File: config.mk
export PLATFORM = sky130hd
export DESIGN_NAME = cmd_sched
export DESIGN_NICKNAME = d
export VERILOG_FILES = /design/src/rtl/cmd_sched.sv
export SDC_FILE = /design/constraint.sdc
export NUM_CORES = 1
export LEC_CHECK = 0
export ABC_CLOCK_PERIOD_IN_PS = 5000
export CORE_MARGIN = 2
export CORE_UTILIZATION = 45
export DETAILED_ROUTE_END_ITERATION = 6
export PLACE_DENSITY = 0.68
export SLEW_MARGIN = 20
export SYNTH_ARGS = -nofsm -noshare
export SYNTH_HDL_FRONTEND = slang
export SYNTH_SLANG_ARGS = --single-unit
export TNS_END_PERCENT = 20
File: constraint.sdc
create_clock -name clk -period 5 [get_ports clk]
set_clock_uncertainty 0.15 [all_clocks]
set_input_delay 1 -clock clk [delete_from_list [all_inputs] [get_ports clk]]
set_output_delay 1 -clock clk [all_outputs]
set_load 0.005 [all_outputs]
File: src/rtl/cmd_sched.sv
// Command scheduler: buffers UART route commands in a FIFO and releases them one at a time
// with a dead gap between commands. Optional pop counter port enabled by CMD_SCHED_STATS_EN.
module cmd_sched #(
   parameter int DEPTH   = 4,
   parameter int GAP_CYC = 2
) (
   input  logic                       clk,
   input  logic                       rst,
   input  logic [15:0]                uart_cmd,
   input  logic                       uart_cmd_rdy,
   output logic                       uart_clr_cmd_rdy,
   output logic [15:0]                cmd,
   output logic                       cmd_rdy,
   input  logic                       clr_cmd_rdy,
   output logic                       abort,
   output logic [$clog2(DEPTH):0]     q_cnt,
   output logic                       ovfl,
`ifdef CMD_SCHED_STATS_EN
   output logic [7:0]                 pop_cnt,
`endif
   output logic [1:0]                 dbg_state
);

   localparam int PW       = $clog2(DEPTH);
   localparam int CW       = PW + 1;
   localparam int GW       = (GAP_CYC > 1) ? $clog2(GAP_CYC) : 1;
   localparam int GAP_LOAD = (GAP_CYC > 0) ? GAP_CYC - 1 : 0;

   localparam logic [1:0] IDLE    = 2'd0;
   localparam logic [1:0] PRESENT = 2'd1;
   localparam logic [1:0] GAP     = 2'd2;

   logic [15:0]   mem [DEPTH];
   logic [PW-1:0] wr_ptr, rd_ptr;
   logic [CW-1:0] q_next;
   logic [GW-1:0] gap_cnt;
   logic [1:0]    state;
   logic          full, is_abort, push, pop;

   // Both handshakes are valid/ready style: the UART holds uart_cmd_rdy with a stable word
   // until uart_clr_cmd_rdy is seen, and the consumer pops only while cmd_rdy is high.
   assign full             = (q_cnt == CW'(DEPTH));
   assign is_abort         = uart_cmd_rdy && (uart_cmd == 16'h0000);
   assign push             = uart_cmd_rdy && (uart_cmd != 16'h0000) && !full;
   assign pop              = (state == PRESENT) && clr_cmd_rdy;
   assign uart_clr_cmd_rdy = !rst && (is_abort || push);
   assign cmd              = mem[rd_ptr];
   assign cmd_rdy          = (state == PRESENT);
   assign dbg_state        = state;

   always_comb begin
      q_next = q_cnt;
      case ({push, pop})
         2'b10:   q_next = q_cnt + CW'(1);
         2'b01:   q_next = q_cnt - CW'(1);
         default: q_next = q_cnt;
      endcase
   end

   always_ff @(posedge clk) begin
      if (push && !rst) mem[wr_ptr] <= uart_cmd;
   end

   always_ff @(posedge clk) begin
      if (rst || is_abort) begin
         state   <= IDLE;
         wr_ptr  <= '0;
         rd_ptr  <= '0;
         q_cnt   <= '0;
         gap_cnt <= '0;
         ovfl    <= 1'b0;
         abort   <= !rst;
`ifdef CMD_SCHED_STATS_EN
         pop_cnt <= 8'd0;
`endif
      end else begin
         abort <= 1'b0;
         q_cnt <= q_next;
         if (push) wr_ptr <= wr_ptr + PW'(1);
         if (pop)  rd_ptr <= rd_ptr + PW'(1);
         if (uart_cmd_rdy && full) ovfl <= 1'b1;
`ifdef CMD_SCHED_STATS_EN
         if (pop) pop_cnt <= pop_cnt + 8'd1;
`endif
         case (state)
            IDLE: begin
               if (q_next != '0) state <= PRESENT;
            end
            PRESENT: begin
               if (pop) begin
                  if (GAP_CYC > 0) begin
                     state   <= GAP;
                     gap_cnt <= GW'(GAP_LOAD);
                  end else if (q_next == '0) begin
                     state <= IDLE;
                  end
               end
            end
            GAP: begin
               if (gap_cnt == '0) state <= (q_next != '0) ? PRESENT : IDLE;
               else               gap_cnt <= gap_cnt - GW'(1);
            end
            default: state <= IDLE;
         endcase
      end
   end

endmodule
==> results.cfg, run 1 <==
[yosys]
synth.avg_cell_area_um2 = 19.1
post_synthesis_instance_total = 163
synth.net_count = 189
yosys_warnings = 0
proportion_of_synthesized_flip_flops_having_asynchronous_set_or_reset_pct = 0
postSynthRegisterBits = 78
synthDistinctLibCells = 32
ys_seq_area_share_pct = 70.9
area_share_of_the_largest_cell_type_after_synthesis_pct = 61.8
netlist_top_cells_area = edfxtp_1, mux4_2, dfxtp_1
synth_ff_type = edfxtp_1
post-synth-top-area-cell = edfxtp_1
synth_top_cells_by_count = edfxtp_1, mux4_2, dfxtp_1
yosysMostFrequentCell = edfxtp_1
synth-edff-count = 64
post_synth_instance_area_mm2 = 0.00311

[global_routing]
vias_in_the_first_global_route = 1648
antenna_found_initial = 0
grt_use_total_pct = 14.7
global_route.overflow_total = 0
grt_start_max_net_pins = 17
grt_first_pass_wirelength_mm = 7.98

[run]
cap_viol_max_count = 0

[sta]
grt_setup_unrepaired = false
maximum_clock_frequency_mhz = 252
timing_max_transition_violations_final = 0
setup_tns_ns = 0
timing.final.ws_setup_ns = 1.04
maxSlewHeadroom_pct = 43.2
fin_crit_period_ns = 3.96
hold_viol_final = 0
min_period_over_period_pct = 79.3
worst_pin_slew_ns = 0.853
timing.final.setup_violations = 0

[layout]
finalNetCount = 241
finish.cell_count_without_fillers = 300
ff_latch_area_mm2 = 0.00220
antennaDiodeCount = 0
nFillCells = 523
area_growth_syn_to_layout_pct = 24.6
multi_input_comb_area_um2 = 866
final_core_util_pct = 57.3
final_layout_size_suffix_gt1_share_pct = 19.5
finish.instance_area_mm2 = 0.00387

[run_status]
run_status = complete, no violations

[routing]
wire_per_inst_um = 17.0
drc = 0
num_vias = 1565
detail_route.wirelength_mm = 5.09
dr.first_iter.drc_count = 112
post_drt_via_cell_ratio = 5.22
ant_nets = 0
drt-pass1-iter-count = 4

[hold_path]
hold_depth = 2
timing.hold.worst.start = ovfl
hp-class = reg2reg
whs_endpoint = ovfl

[worst_setup_path]
r2r-start = q_cnt[0]
cp.arrival_ns = 2.81
regToRegSetupSlack_ns = 2.69
critical_path_data_required_time_ns = 3.85
r2r_cells = 8
timing.setup.critical_path_class = in2out
cp_max_fo = 5
timing.critical_path.to_type = output port
crit-reg2reg-capture = dbg_state[0]
setup.worst_path.start_class = primary input

[clock_network]
cts_resized = 0
cts_max_path_buffers = 2
cts_sinks = 78
clk_transition_reported_paths_ns = 0.07
clock_insertion_delay_worst_skew_ns = 0.34
postCtsHoldBufs = 0
number_of_setup_buffers_added_after_cts = 0
root_buffer = clkbuf_8
cts_tree = yes
htree_num_levels = 3
cts_inserted_buffers = 9

[floorplanning]
placement_rows = 30
fp.dieW_um = 87.1
dieHeight_um = 87.1
core_region_area_mm2 = 0.00676
dieArea_mm2 = 0.00759
floorplan.initialDensity_pct = 46.0
ios = 45

[placement]
finalWeightedCongestion = 0.694
io_buffers = 44
dp.cells = 284
detailedPlacementHpwl_mm = 3.23
post-place-ws_ns = 1.02
placed_cell_area_mm2 = 0.00363

[pwr]
leakagePower_nw = 1.28
power-per-cell-area_mw_per_mm2 = 438
power.ir.vdd_worst_mv = 0.322
## registers in the layout, indices dropped and copies added (netlist names), named ones only
| signal | count |
|---|---|
| dbg_state | 2 |
| wr_ptr | 2 |
| mem | 64 |
| abort | 1 |
| ovfl | 1 |
| gap_cnt | 1 |
| rd_ptr | 2 |
| q_cnt | 3 |
## power by group
part | switching (mW) | internal, mW | leakage, nW
sequential | 0.0383 | 0.752 | 0.696
combinational | 0.140 | 0.211 | 0.460
clock | 0.222 | 0.332 | 0.121
## final cells by class
class	count	share of cell area, %
flip-flops and latches	78	56.9
clock buffers	10	3.30
repair buffers	45	11.6
clock inverters	6	2.81
multi-input cells	76	22.4
inverters	5	0.485
well taps	80	2.59
## worst max-delay path by stage
stage | start | to | slack, ns | depth (start not counted)
after floorplan | uart_cmd[2] | dbg_state[0] | 2.08 | 9
after global placement | uart_cmd[2] | uart_clr_cmd_rdy | 1.03 | 5
after detailed placement | uart_cmd[2] | uart_clr_cmd_rdy | 1.02 | 5
after CTS | uart_cmd[5] | uart_clr_cmd_rdy | 1.01 | 5
after global routing | uart_cmd[5] | uart_clr_cmd_rdy | 0.91 | 5
final | uart_cmd[5] | uart_clr_cmd_rdy | 1.04 | 5
## placed cells by master (no fill, tap or decap), types with 5 or more instances in the layout
master            n
clkdlybuf4s50_1  44
mux4_2           16
a21oi_1           6
edfxtp_1         64
dfxtp_1          14
inv_1             5
nor2_1           12
ha_1              5
clkbuf_8          9
## cells by family after synthesis
kind of cell	synth area share (%)
adder cells (fa/ha/maj)	2.66
XOR/XNOR	1.41
multiplexers	11.9
AO/OA/AOI/OAI	2.98
AND/OR/NAND/NOR	8.90
flip-flops	70.9
buffers and inverters	1.29
## metal layers
layer | routed length [µm] | GRT usage [%] | vias up | part of all wire, %
met5 | 0 | 0 | - | 0
met4 | 107 | 8.39 | 0 | 2.1
met3 | 222 | 3.98 | 9 | 4.4
met2 | 2460 | 23.5 | 43 | 48
met1 | 2300 | 18.1 | 769 | 45
li1 | - | - | 744 | -
## critical path: stages
cell	delay [ns]
clkdlybuf4s50_1	0.52
nor4_4	0.41
a41oi_2	0.22
nor2_1	0.14
clkdlybuf4s50_1	0.51
## metrics by stage
stage	hold slack [ns]	power, mW
2_1_floorplan	0.310	0.992
3_3_place_gp	0.308	1.16
3_5_place_dp	0.319	1.16
4_1_cts	0.342	1.71
5_1_grt	0.376	1.77
6_report	0.342	1.70
No activity file was read; power rests on OpenSTA's default activity.
==> run 2, diff against run 1 <==
Settings changed: ABC_CLOCK_PERIOD_IN_PS 5000 to 4000.
Clock period 5 ns to 4 ns, I/O delays scaled along.
==> run 2 against run 1 <==
  * Highest routed layer unchanged
  * Register-to-register slack worse by 0.97 ns
  * Count of clock-buffer cells in the layout is 1 lower
  * Utilization is 0.28 points lower
  * Sequential power is 25% higher
==> results.cfg, run 2 (synthesis gave the netlist of run 1 again) <==
[routing]
num_vias = 1564
post_drt_via_cell_ratio = 5.16
detail_route.wirelength_mm = 5.05
wire_per_inst_um = 16.7
ant_nets = 0
drc = 0
drt-pass1-iter-count = 4
dr.first_iter.drc_count = 90

[sta]
worst_pin_slew_ns = 0.834
hold_viol_final = 0
fin_crit_period_ns = 3.57
timing_max_transition_violations_final = 0
grt_setup_unrepaired = false
min_period_over_period_pct = 89.2
setup_tns_ns = 0
maxSlewHeadroom_pct = 44.3
maximum_clock_frequency_mhz = 280
timing.final.setup_violations = 0

[worst_setup_path]
r2r-start = q_cnt[0]
cp_max_fo = 5
crit-reg2reg-capture = dbg_state[0]
timing.setup.critical_path_class = in2out
r2r_cells = 8
critical_path_data_required_time_ns = 3.05
regToRegSetupSlack_ns = 1.72
setup.worst_path.start_class = primary input
cp.arrival_ns = 2.62
timing.critical_path.to_type = output port

[layout]
finalNetCount = 245
mostFrequentLayoutCell = edfxtp_1
final_layout_size_suffix_gt1_share_pct = 20.6
most-common-layout-cells = edfxtp_1, clkdlybuf4s50_1, mux4_2
largestRegisters = mem (64), q_cnt (3)
area_growth_syn_to_layout_pct = 24.0
regMostFlops = mem
antennaDiodeCount = 0
finish.instance_area_mm2 = 0.00385
largest_register_ffs = 64

[placement]
io_buffers = 44
placed_cell_area_mm2 = 0.00366
detailedPlacementHpwl_mm = 3.37
finalWeightedCongestion = 0.696

[floorplanning]
placement_rows = 30
dieHeight_um = 87.1
core_region_area_mm2 = 0.00676
fp.dieW_um = 87.1
floorplan.initialDensity_pct = 46.0
dieArea_mm2 = 0.00759
ios = 45

[clock_network]
number_of_setup_buffers_added_after_cts = 0
cts_max_path_buffers = 2
clk_transition_reported_paths_ns = 0.07
cts_sinks = 78
cts_resized = 0
postCtsHoldBufs = 0
clock_insertion_delay_worst_skew_ns = 0.33
htree_num_levels = 3
cts_inserted_buffers = 9
cts_tree = yes
root_buffer = clkbuf_8

[run]
cap_viol_max_count = 0

[hold_path]
hold_depth = 2
hp-class = reg2reg
whs_endpoint = ovfl
timing.hold.worst.start = ovfl

[pwr]
power-per-cell-area_mw_per_mm2 = 512
total_chip_power_mw = 1.97
power.ir.vdd_worst_mv = 0.312
leakagePower_nw = 1.27

[global_routing]
global_route.overflow_total = 0
grt_start_max_net_pins = 17
grt_use_total_pct = 14.3
grt_first_pass_wirelength_mm = 7.84
vias_in_the_first_global_route = 1571
antenna_found_initial = 0

[run_status]
run_status = complete, no violations
==> run 2: metrics by stage <==
step / instances / hold slack (ns) / setup WS [ns] / utilization [%]
4_1_cts: 303 / 0.337 / 0.403 / 57.0
6_report: 303 / 0.329 / 0.432 / 57.0
3_5_place_dp: 288 / 0.315 / 0.416 / 54.2
2_1_floorplan: 163 / 0.310 / 1.28 / -
5_1_grt: 303 / 0.361 / 0.316 / 57.0
3_3_place_gp: 288 / 0.308 / 0.424 / 54.2
==> run 2: worst max path at each step <==
stage / start / to / slack (ns)
floorplan: uart_cmd[2] / dbg_state[0] / 1.28
global placement: uart_cmd[2] / uart_clr_cmd_rdy / 0.42
detailed placement: uart_cmd[2] / uart_clr_cmd_rdy / 0.42
CTS: uart_cmd[2] / uart_clr_cmd_rdy / 0.40
global route: uart_cmd[2] / uart_clr_cmd_rdy / 0.32
finish: uart_cmd[8] / uart_clr_cmd_rdy / 0.43
==> run 2: layout make-up <==
type                            instances  area (µm²)
Sequential cell                        78        2200
Fill cell                             522        2900
Multi-Input combinational cell         76         866
Inverter                                5        18.8
Tap cell                               80         100
Clock buffer                            9         124
Clock inverter                          6        63.8
Timing Repair Buffer                   49         478
==> run 2: per-layer routing <==
| metal | up-vias | part of all wire [%] | global-route usage, % |
|---|---|---|---|
| li1 | 752 | - | - |
| met1 | 764 | 45 | 18.2 |
| met2 | 43 | 49 | 23.0 |
| met3 | 5 | 5.3 | 4.83 |
| met4 | 0 | 0.91 | 5.45 |
| met5 | - | 0 | 0 |
==> run 2: worst max-delay path, stage by stage <==
cell and delay, ns:
clkdlybuf4s50_1 0.53, nor4_4 0.43, a41oi_2 0.21, nor2_1 0.14, clkdlybuf4s50_1 0.51
==> run 2: where the power goes <==
group          total [mW]  internal [mW]  switching (mW)
Clock               0.548          0.283           0.264
Combinational       0.440          0.265           0.175
Sequential          0.986          0.940          0.0466
Total                1.97           1.49           0.486
==> RTL change: new RTL, settings of run 2 <==
The parameter `DEPTH` goes from 4 to 8.
--- a/src/rtl/cmd_sched.sv
+++ b/src/rtl/cmd_sched.sv
@@ -3,3 +3,3 @@
 module cmd_sched #(
-   parameter int DEPTH   = 4,
+   parameter int DEPTH   = 8,
    parameter int GAP_CYC = 2
Ports: changed (resized q_cnt); port bits go from 45 to 46. No check against the original RTL was run, so the function may have changed too.
==> RTL change against run 2 <==
- total power rose by 110%
- cell area rose by 88%
- synthesized cell count rose by 84%
- area after synthesis rose by 85%
- fmax fell by 7.7%
- first-iteration DRC count rose to 2.9 times the old value
- routed wire length rose by 110%
- critical endpoint unchanged
- worst setup slack got worse by 300 ps
- final cell count rose by 85%
- count of clock-buffer cells in the layout rose by 10
- register-to-register slack got worse by 670 ps
- core utilization rose by 0.63 points
- sequential cell count rose by 68
- sequential power rose by 83%
==> RTL change: results (changes against run 2) <==
* GR Util All Layers at 17.3% (+3.0 points)
* Placement Setup Slack at -46.7 ps (-463 ps)
* Worst slew margin relative to its limit at 56.0% (+12 points)
* Number of flops mapped to enable cells by yosys at 128 (+100%)
* # nets final at 402 (+64%)
* Met3 Track Usage GR at 4.17% (-0.66 points)
* CTS Root Cell: clkbuf_16
* Vias in the first global route at 3,033 (+93%)
* P_leak at 0.00241 µW (+90%)
* Syn nets at 325 (+72%)
* Fraction of the mapped netlist area in adder cells at 1.09% (-1.6 points)
* FF-to-FF path depth at 11 (+3)
* Syn_area_per_cell at 19.2 µm² (+0.70%)
* Post-synthesis sequential area ratio at 73.0% (+2.1 points)
* Share of layout cells above drive strength 1 at 26.9% (+6.3 points)
* Wirelength per Cell at 19.1 µm (+15%)
* Multiplexer share of the synthesized area at 16.2% (+4.2 points)
* Post-synth top cells: edfxtp_1 (128), mux4_2 (32), nor2_1 (20), dfxtp_1 (18), mux2_2 (16)
* GP Congestion at 0.707 (+1.6%)
* Finished Layout Cells at 562 (+85%)
* Yosys cell types at 37 (+16%)
* Critical path arrival at 2910 ps (+290 ps)
* DP Wirelength at 6.43 mm (+90%)
* Vias per cell at 5.21 (+1.0%)
* DP Area at 6580 µm² (+79%)
* Worst-Skew Late Latency at 410 ps (+80 ps)
* Crit-path leading delay family: buffers and inverters
* Max H-tree Level at 4 (+1)
* Met1 global-route usage at 23.3% (+5.1 points)
* Post-Synth XOR/XNOR Area at 1.22% (-0.19 points)
* Outcome: complete, no violations
* Top cells by area, synth: edfxtp_1 (67%), mux4_2 (13%), dfxtp_1 (6.3%)
* Post-synthesis compound-gate area fraction at 1.67% (-1.3 points)
* Placed Cells at 530 (+84%)
* N_diodes at 0 (unchanged)
* 1st-iter DRT viols at 258 (+190%)
* First-pass GRT wire length at 16.9 mm (+120%)
* Post-cts sizing count at 0 (unchanged)
* Worst VDD drop at 0.341 mV (+9.4%)
* Met2 GRT Util at 27.4% (+4.3 points)
* Largest net degree at the start of global routing at 33 (+16)
* Largest stage delay, worst path at 570 ps (+40 ps)
* # port buffers at 45 (+2.3%)
* Largest fanout on the critical path at 9 (+4)
* Num CTS Buffers at 17 (+8)
-- RTL change: layout make-up --
cell class / instances / area (µm²)
Inverter: 5 / 18.8
Tap cell: 172 / 215
Multi-Input combinational cell: 138 / 1490
Timing Repair Buffer: 69 / 643
Sequential cell: 146 / 4210
Clock inverter: 13 / 238
Clock buffer: 19 / 433
Fill cell: 942 / 5320
-- RTL change: power breakdown --
part	leakage [µW]	switching [µW]	internal (µW)	total, µW
sequential	0.00130	75.3	1720	1800
clock	0.000321	559	1220	1780
combinational	0.000787	237	354	591
-- RTL change: path summary, 6_finish.rpt --
| path | from | endpoint | slack (ps) |
|---|---|---|---|
| setup reg to reg | q_cnt[2] | dbg_state[0] | 1050 |
| hold / removal | ovfl | ovfl | 340 |
| hold reg to reg | ovfl | ovfl | 340 |
| setup / recovery | uart_cmd[2] | uart_clr_cmd_rdy | 140 |
-- RTL change: metal layers --
metal / part of all wire [%] / wire length, µm
met2: 52 / 5540
met5: 0 / 0
met4: 0.63 / 68
met1: 43 / 4570
met3: 5.3 / 571
